==> config.mk <==
export PLATFORM = sky130hd
export DESIGN_NAME = pwm_capture_flat
export DESIGN_NICKNAME = d
export VERILOG_FILES = /design/src/rtl/pwm_capture_if.sv /design/src/rtl/pwm_capture.sv /design/src/flat_wrapper.sv
export SDC_FILE = /design/constraint.sdc
export NUM_CORES = 1
export LEC_CHECK = 0
export CAP_MARGIN = 20
export CORE_UTILIZATION = 55
export DETAILED_ROUTE_END_ITERATION = 16
export PLACE_DENSITY = 0.8
export SYNTH_ARGS = -nofsm -noshare
export SYNTH_HDL_FRONTEND = slang
export SYNTH_SLANG_ARGS = --single-unit
==> constraint.sdc <==
create_clock -name clk_in -period 1.9 [get_ports clk_in]
set_clock_uncertainty 0.05 [all_clocks]
set_input_delay 0.38 -clock clk_in [delete_from_list [all_inputs] [get_ports clk_in]]
set_output_delay 0.38 -clock clk_in [all_outputs]
set_load 0.01 [all_outputs]
==> src/rtl/pwm_capture_if.sv <==
// rtl/pwm_capture_if.sv - PWM input and measurement result bundle for pwm_capture
interface pwm_capture_if #(
  parameter int CNT_W = 20
);
  logic             pwm_in;
  logic [CNT_W-1:0] high_cnt;
  logic [CNT_W-1:0] period_cnt;
  logic [7:0]       ctrl_out;
  logic             meas_valid;
  logic             signal_lost;

  modport master (
    output pwm_in,
    input  high_cnt, period_cnt, ctrl_out, meas_valid, signal_lost
  );

  modport slave (
    input  pwm_in,
    output high_cnt, period_cnt, ctrl_out, meas_valid, signal_lost
  );
endinterface

==> src/rtl/pwm_capture.sv <==
// rtl/pwm_capture.sv - measures high time and period of an async PWM input and decodes the control code
module pwm_capture #(
  parameter int CNT_W         = 20,
  parameter int SYNC_STAGES   = 2,
  parameter int FILTER_LEN    = 4,
  parameter int TIMEOUT       = 200000,
  parameter int DECODE_THRESH = 7500
) (
  input  logic         clk_in,
  input  logic         rst_in,
  pwm_capture_if.slave bus
);

  localparam int FW = (FILTER_LEN > 1) ? $clog2(FILTER_LEN) : 1;
  localparam logic [FW-1:0]    FILT_LAST = FW'(FILTER_LEN - 1);
  localparam logic [CNT_W-1:0] CNT_MAX   = '1;
  localparam logic [CNT_W-1:0] TO_CNT    = CNT_W'(TIMEOUT);
  localparam logic [CNT_W-1:0] THRESH    = CNT_W'(DECODE_THRESH);

  localparam logic [1:0] ST_IDLE = 2'd0;
  localparam logic [1:0] ST_HIGH = 2'd1;
  localparam logic [1:0] ST_LOW  = 2'd2;

  logic [SYNC_STAGES-1:0] sync_q;
  logic [FW-1:0]          dis_cnt;
  logic                   filt_q;
  logic                   filt_d;
  logic                   synced;
  logic                   rise;
  logic                   fall;

  logic [1:0]       state;
  logic [CNT_W-1:0] cnt;
  logic [CNT_W-1:0] cnt_inc;
  logic [CNT_W-1:0] hi_lat;
  logic [CNT_W-1:0] high_q;
  logic [CNT_W-1:0] period_q;
  logic [7:0]       ctrl_q;
  logic             valid_q;
  logic             lost_q;

  assign synced  = sync_q[SYNC_STAGES-1];
  assign rise    = filt_q & ~filt_d;
  assign fall    = ~filt_q & filt_d;
  assign cnt_inc = (cnt == CNT_MAX) ? CNT_MAX : cnt + 1'b1;

  always_ff @(posedge clk_in or negedge rst_in) begin
    if (!rst_in) begin
      sync_q  <= '0;
      dis_cnt <= '0;
      filt_q  <= 1'b0;
      filt_d  <= 1'b0;
    end else begin
      sync_q <= {sync_q[SYNC_STAGES-2:0], bus.pwm_in};
      filt_d <= filt_q;
      if (synced == filt_q) begin
        dis_cnt <= '0;
      end else if (dis_cnt == FILT_LAST) begin
        filt_q  <= synced;
        dis_cnt <= '0;
      end else begin
        dis_cnt <= dis_cnt + 1'b1;
      end
    end
  end

  // cnt reads 0 in the first cycle after a rise, so the latched durations
  // use cnt+1 to report the number of whole cycles actually elapsed.
  always_ff @(posedge clk_in or negedge rst_in) begin
    if (!rst_in) begin
      state    <= ST_IDLE;
      cnt      <= '0;
      hi_lat   <= '0;
      high_q   <= '0;
      period_q <= '0;
      ctrl_q   <= '0;
      valid_q  <= 1'b0;
      lost_q   <= 1'b1;
    end else begin
      valid_q <= 1'b0;
      case (state)
        ST_IDLE: begin
          cnt <= '0;
          if (rise) state <= ST_HIGH;
        end
        ST_HIGH: begin
          if (fall) begin
            hi_lat <= cnt_inc;
            cnt    <= cnt_inc;
            state  <= ST_LOW;
          end else if (cnt == TO_CNT) begin
            cnt    <= '0;
            lost_q <= 1'b1;
            state  <= ST_IDLE;
          end else begin
            cnt <= cnt_inc;
          end
        end
        ST_LOW: begin
          if (rise) begin
            high_q   <= hi_lat;
            period_q <= cnt_inc;
            ctrl_q   <= (hi_lat > THRESH) ? 8'd2 : 8'd0;
            valid_q  <= 1'b1;
            lost_q   <= 1'b0;
            cnt      <= '0;
            state    <= ST_HIGH;
          end else if (cnt == TO_CNT) begin
            cnt    <= '0;
            lost_q <= 1'b1;
            state  <= ST_IDLE;
          end else begin
            cnt <= cnt_inc;
          end
        end
        default: begin
          cnt   <= '0;
          state <= ST_IDLE;
        end
      endcase
    end
  end

  assign bus.high_cnt    = high_q;
  assign bus.period_cnt  = period_q;
  assign bus.ctrl_out    = ctrl_q;
  assign bus.meas_valid  = valid_q;
  assign bus.signal_lost = lost_q;

endmodule
==> src/flat_wrapper.sv <==
// flat-port wrapper written by rule: the top's interface ports become plain ports
module pwm_capture_flat 
#(
  parameter int CNT_W         = 20,
  parameter int SYNC_STAGES   = 2,
  parameter int FILTER_LEN    = 4,
  parameter int TIMEOUT       = 200000,
  parameter int DECODE_THRESH = 7500
)
  (clk_in, rst_in, bus_pwm_in, bus_high_cnt, bus_period_cnt, bus_ctrl_out, bus_meas_valid, bus_signal_lost);
  pwm_capture_if #(.CNT_W(CNT_W)) bus_i ();
  input  logic clk_in;
  input  logic rst_in;
  input wire logic [$bits(bus_i.pwm_in)-1:0] bus_pwm_in;
  output wire logic [$bits(bus_i.high_cnt)-1:0] bus_high_cnt;
  output wire logic [$bits(bus_i.period_cnt)-1:0] bus_period_cnt;
  output wire logic [$bits(bus_i.ctrl_out)-1:0] bus_ctrl_out;
  output wire logic [$bits(bus_i.meas_valid)-1:0] bus_meas_valid;
  output wire logic [$bits(bus_i.signal_lost)-1:0] bus_signal_lost;
  assign bus_i.pwm_in = bus_pwm_in;
  assign bus_high_cnt = bus_i.high_cnt;
  assign bus_period_cnt = bus_i.period_cnt;
  assign bus_ctrl_out = bus_i.ctrl_out;
  assign bus_meas_valid = bus_i.meas_valid;
  assign bus_signal_lost = bus_i.signal_lost;
  pwm_capture #(.CNT_W(CNT_W), .SYNC_STAGES(SYNC_STAGES), .FILTER_LEN(FILTER_LEN), .TIMEOUT(TIMEOUT), .DECODE_THRESH(DECODE_THRESH)) u_core (.clk_in(clk_in), .rst_in(rst_in), .bus(bus_i));
endmodule
* Yosys cells after proc, flatten, opt, wreduce, memory -nomap -nowiden
Cells that the tools add are included.
Operators by class: add/sub/neg operators 2, magnitude comparators 1, equality and inequality tests 8, mux-type cells 19, bitwise operators 5, reduce and logical (&&, ||, !) cells 6
Operator list (count):
- 2-to-1 mux 20 bit | 4
- case mux 20 bit (2 select lines) | 1
- adder 20 x 1 -> 20 bit (second input constant) | 1
- == test 20 x 18 -> 1 bit (second input constant) | 1
- == test 20 bit (second input constant) | 1
- > comparator 20 x 13 -> 1 bit (second input constant) | 1
- 2-to-1 mux 2 bit | 7
- AND reduction 2 bit | 4
- case mux 2 bit (3 select lines) | 1
- 2-to-1 mux 1 bit | 5
- == test 2 bit (second input constant) | 2
- NOT 1 bit | 3
- adder 2 x 1 -> 2 bit (second input constant) | 1
- bitwise AND 1 bit | 2
- == test 2 x 1 -> 1 bit (second input constant) | 1
- logical NOT 2 bit | 1
- inequality test 2 x 1 -> 1 bit (second input constant) | 1
- inequality test 2 bit (second input constant) | 1
- case mux 1 bit (2 select lines) | 1
- nonzero test 2 bit | 1
- == test 1 bit | 1
Word-level totals: flip-flop bits (word level) 98, input bits 3, output and inout bits 50, logic and storage cells 53

* Logic depth before layout (Yosys ltp)
depth in word-level cells 5, gate-level depth with buffers 8, depth with buffers taken out 7

* Worst setup path after synthesis
OpenSTA, ideal clock, no wires.
kind reg-to-reg, start register u_core.cnt[14], end register u_core.cnt[16], library setup time 130 ps, data arrival time 1545 ps, data required time 1720 ps, slack 175 ps, stages on the path, launching flop included 7, buffers on the path 1, period minus slack after synthesis 1725 ps, path through dfrtp_1 or4_1 nor2_1 nand4_1 a22oi_1 buf_2 nor2_1
On the way: word-level cells in the longest chain between the ends 5, elaborated cells between the ends (all ways) 8, those cells by class add/sub (1); eq/ne (2); mux (5)
Ends and longest elaborated chain:
- from (decl) | line pwm_capture.sv:33 | logic [CNT_W-1:0] cnt;
- from (signal assigned) | line pwm_capture.sv:89 | cnt <= cnt_inc;
- from (signal assigned) | line pwm_capture.sv:96 | cnt <= cnt_inc;
- from (signal assigned) | line pwm_capture.sv:113 | cnt <= cnt_inc;
- adder 20 x 1 -> 20 bit or == test 20 bit (tied branches) | line pwm_capture.sv:45 | assign cnt_inc = (cnt == CNT_MAX) ? CNT_MAX : cnt + 1'b1;
- 2-to-1 mux 20 bit | line pwm_capture.sv:45
- 2-to-1 mux 20 bit | line pwm_capture.sv:91, pwm_capture.sv:108
- 2-to-1 mux 20 bit (on tied branches) | line pwm_capture.sv:100, pwm_capture.sv:87
- case mux 20 bit (2 select lines) * | line pwm_capture.sv:81 | case (state)
Mark *: on every way between the ends. The rest lies on a longest branch, timed or not. A chain may end at the register's enable or synchronous reset.

* Worst setup path after layout
start register u_core.cnt[14], end register u_core.state[0]
On the way: word-level cells in the longest chain between the ends 4, elaborated cells between the ends (all ways) 5, those cells by class eq/ne (1); mux (4)
Ends and longest elaborated chain:
- == test 20 x 18 -> 1 bit * | line pwm_capture.sv:91, pwm_capture.sv:108
- 2-to-1 mux 2 bit *
- 2-to-1 mux 2 bit (on tied branches)
- case mux 2 bit (3 select lines) *
- to (signal assigned) | line pwm_capture.sv:90 | state <= ST_LOW;
- to (signal assigned) | line pwm_capture.sv:94 | state <= ST_IDLE;
- to (signal assigned) | line pwm_capture.sv:107 | state <= ST_HIGH;
- to (decl) | line pwm_capture.sv:32 | logic [1:0] state;
Marked as above.

==> flow_metrics.env <==
export IMPL_end_kind="flip-flop"
export IMPL_antenna_found_initial=0
export IMPL_yosys_warnings=0
export IMPL_routabilityCongestion=0.847
export IMPL_synthSimpleGateAreaFrac=0.225
export IMPL_synth_seq_area_share=0.574
export IMPL_synth_top_family_by_area="simple AND/OR/NAND/NOR gates"
export IMPL_pwr_share_clk=0.339
export IMPL_finalInstanceArea_sq_mm=0.00485
export IMPL_numPortBuffers=45
export IMPL_grt_first_pass_wirelength_microns=13400
export IMPL_finalSetupViolations=0
export IMPL_grt_pass1_vias=2791
export IMPL_yosys_top_cells_area="dfrtp_1, nand2_1, o21ai_0"
export IMPL_synthFlopType="dfrtp_1"
export IMPL_synth_adder_area_share=0.0221
export IMPL_fillCellCount=531
export IMPL_combPwrFrac=0.185
export IMPL_vdd_ir_drop_max_mv=0.767
export IMPL_synth_xor_area_frac=0.0177
export IMPL_nets=478
export IMPL_clock_latency_ns=0.37
export IMPL_cts_sinks=91
export IMPL_synth_edf_count=0
export IMPL_core_sq_mm=0.00687
export IMPL_fp_row_count=30
export IMPL_pwr_share_seq=0.476
export IMPL_post_dp_cell_area_sq_mm=0.00457
export IMPL_drtIter0Drc=226
export IMPL_die_area_sq_mm=0.00756
export IMPL_crit_chain="or4_1, nor2_2, nand4_1, buf_4, a211oi_1, a221oi_1"
export IMPL_cts_root_buf="clkbuf_8"
export IMPL_grt_overflow=0
export IMPL_synth_top_area_share=0.568
export IMPL_switchingPower_uw=1270
export IMPL_critPathArrivalTime_ns=2.04
export IMPL_outcome="finished, final reports clean"
export IMPL_crit_fanout=3
export IMPL_drv_slew=0
export IMPL_numCtsBuffers=9
export IMPL_drt_first_pass_iters=5
export IMPL_crit_buf_inv=1
export IMPL_synth_area_leader_cell="dfrtp_1"
export IMPL_hpwl_microns=5750
export IMPL_yosysUniqueCellTypes=55
export IMPL_startpoint_type="flip-flop"
export IMPL_io_pins=53
export IMPL_seq_area_sq_mm=0.00228
export IMPL_max_freq_ghz=0.542
export IMPL_synth_compound_area_frac=0.102
export IMPL_grt_max_degree=61
export IMPL_drt_vias_per_instance=5.36
export IMPL_fp_dieW_microns=86.9
export IMPL_wl_per_cell_microns=14.3
export IMPL_rsz0062_at_grt="true"
export IMPL_p_int_uw=3290
export IMPL_initial_core_util=0.578
export IMPL_cp_top_family="simple AND/OR/NAND/NOR gates"
export IMPL_drive_gt1_frac=0.125
export IMPL_min_path_type="reg2reg"
export IMPL_holdWs_ns=0.307
export IMPL_post_cts_buffers=0
export IMPL_fin_crit_sh=0.970
export IMPL_grt_usage=0.239
export IMPL_final_hold_viol_count=0
export IMPL_synth_seq_cells=91
export IMPL_syn_to_final_growth_pct=22.2
export IMPL_multi_input_area_sq_mm=0.00152
export IMPL_post_route_drc_count=0
export IMPL_switching_share=0.279
export IMPL_cts_clk_slew_worst_paths_ns=0.08
export IMPL_cts_tree="built"
export IMPL_crit_slowest_cell="or4_1"
export IMPL_die_y_microns=86.9
export IMPL_period_minus_slack_ns=1.84
export IMPL_p_leak_uw=0.00224
export IMPL_htreeDepth=3
export IMPL_p_total_uw=4560
export IMPL_synth_area_sq_mm=0.00397
export IMPL_wl_microns=8120
export IMPL_netlist_instances=409
export IMPL_via_count=3047
export IMPL_cpPeakStageDelay_ns=0.52
export IMPL_synth_mux_area_frac=0.00536
export IMPL_critPathKind="reg2reg"
export IMPL_p_per_area_mw_per_mm2=940
export IMPL_setup_tns_ns=0
export IMPL_synth_avg_cell_area_sq_um=9.70
export IMPL_required_ns=2.10
export IMPL_maxCapViolCount=0
export IMPL_clockBufferDepth=2
export IMPL_antennaDiodeCount=0
export IMPL_async_flop_share=1.00
export IMPL_ant_nets=0
[registers in the layout, indices dropped and copies added, names as in the netlist, 2 cells and up]
register	cells
u_core.sync_q	2
u_core.bus.high_cnt	20
u_core.dis_cnt	2
u_core.hi_lat	20
u_core.cnt	20
u_core.state	2
u_core.bus.period_cnt	20
[cell usage after synthesis (2+ instances only)]
| cell type | count |
|---|---|
| buf_6 | 2 |
| nand2b_1 | 3 |
| nand3_1 | 8 |
| o22ai_1 | 2 |
| o21ai_2 | 2 |
| a21oi_1 | 9 |
| and3_1 | 3 |
| dfrtp_1 | 90 |
| inv_1 | 8 |
| a211oi_1 | 2 |
| nor4b_1 | 2 |
| buf_4 | 8 |
| o21ai_1 | 3 |
| nor2_1 | 37 |
| a31oi_1 | 5 |
| and2_1 | 2 |
| and4_2 | 2 |
| or2_2 | 2 |
| xor2_1 | 2 |
| or3_1 | 3 |
| buf_2 | 3 |
| nand4_1 | 7 |
| o21ai_0 | 37 |
| nor2b_1 | 3 |
| clkbuf_1 | 12 |
| xnor2_1 | 6 |
| nand2_1 | 106 |
| ha_1 | 7 |
| nor3_1 | 7 |
[kinds of logic after synthesis]
kind of cell,after synthesis
XOR/XNOR,8
AND/OR/NAND/NOR,195
other,1
AO/OA/AOI/OAI,70
flip-flops,91
buffers and inverters,35
adder cells (fa/ha/maj),7
multiplexers,2
[worst paths after layout]
check,start,endpoint,slack [ns],depth (start not counted)
hold / removal,u_core.sync_q[0]$_DFF_PN0_,u_core.sync_q[1]$_DFF_PN0_,0.31,0
hold reg to reg,u_core.sync_q[0]$_DFF_PN0_,u_core.sync_q[1]$_DFF_PN0_,0.31,0
max in group asynchronous,rst_in,u_core.hi_lat[10]$_DFFE_PN0P_,0.96,3
setup / recovery,u_core.cnt[14]$_DFF_PN0_,u_core.state[0]$_DFFE_PN0P_,0.06,6
setup reg to reg,u_core.cnt[14]$_DFF_PN0_,u_core.state[0]$_DFFE_PN0P_,0.06,6
min in group asynchronous,rst_in,u_core.dis_cnt[0]$_DFF_PN0_,0.32,2
[repair_timing]
action | CTS | global route
hold buffers | 1 | 0
setup endpoints to repair | 1 | 27
pin swaps | 0 | 0
endpoints found under the hold margin | 7 | 0
gates resized for setup | 1 | 9
[final cells by class]
type / count / share of cell area
clock buffers: 9 / 0.0255
flip-flops and latches: 91 / 0.470
repair buffers: 68 / 0.136
multi-input cells: 289 / 0.314
well taps: 96 / 0.0248
clock inverters: 6 / 0.0232
inverters: 9 / 0.00697
[layout by cell type (no fill, tap or decap), types with 8 or more instances in the layout]
master / count
clkbuf_8: 9
o21ai_0: 36
nor2_1: 36
inv_1: 8
buf_4: 19
nand2_1: 106
a21oi_1: 9
clkdlybuf4s50_1: 43
dfrtp_1: 90
[per-stage QoR]
| stage | setup WS, ns | std cells | utilization |
|---|---|---|---|
| after floorplan | 0.175 | 415 | - |
| after global placement | -0.0182 | 552 | 0.666 |
| after detailed placement | -0.0155 | 552 | 0.666 |
| after CTS | 0.0121 | 568 | 0.702 |
| after global routing | -0.0117 | 568 | 0.706 |
| final | 0.0561 | 568 | 0.706 |
[layer usage]
layer	wire length, microns	track usage
met2	3890	0.376
met1	3630	0.322
met3	419	0.0531
met4	168	0.103
met5	0	0
[power groups by stage]
stage               Combinational [uW]  Sequential (uW)  Clock, uW
CTS                                813             2170       1570
finish                             842             2170       1550
floorplan                          512             2200          0
global placement                   782             2200          0
global route                       936             2190       1650
detailed placement                 805             2210          0
(Power assumes the default switching activity.)
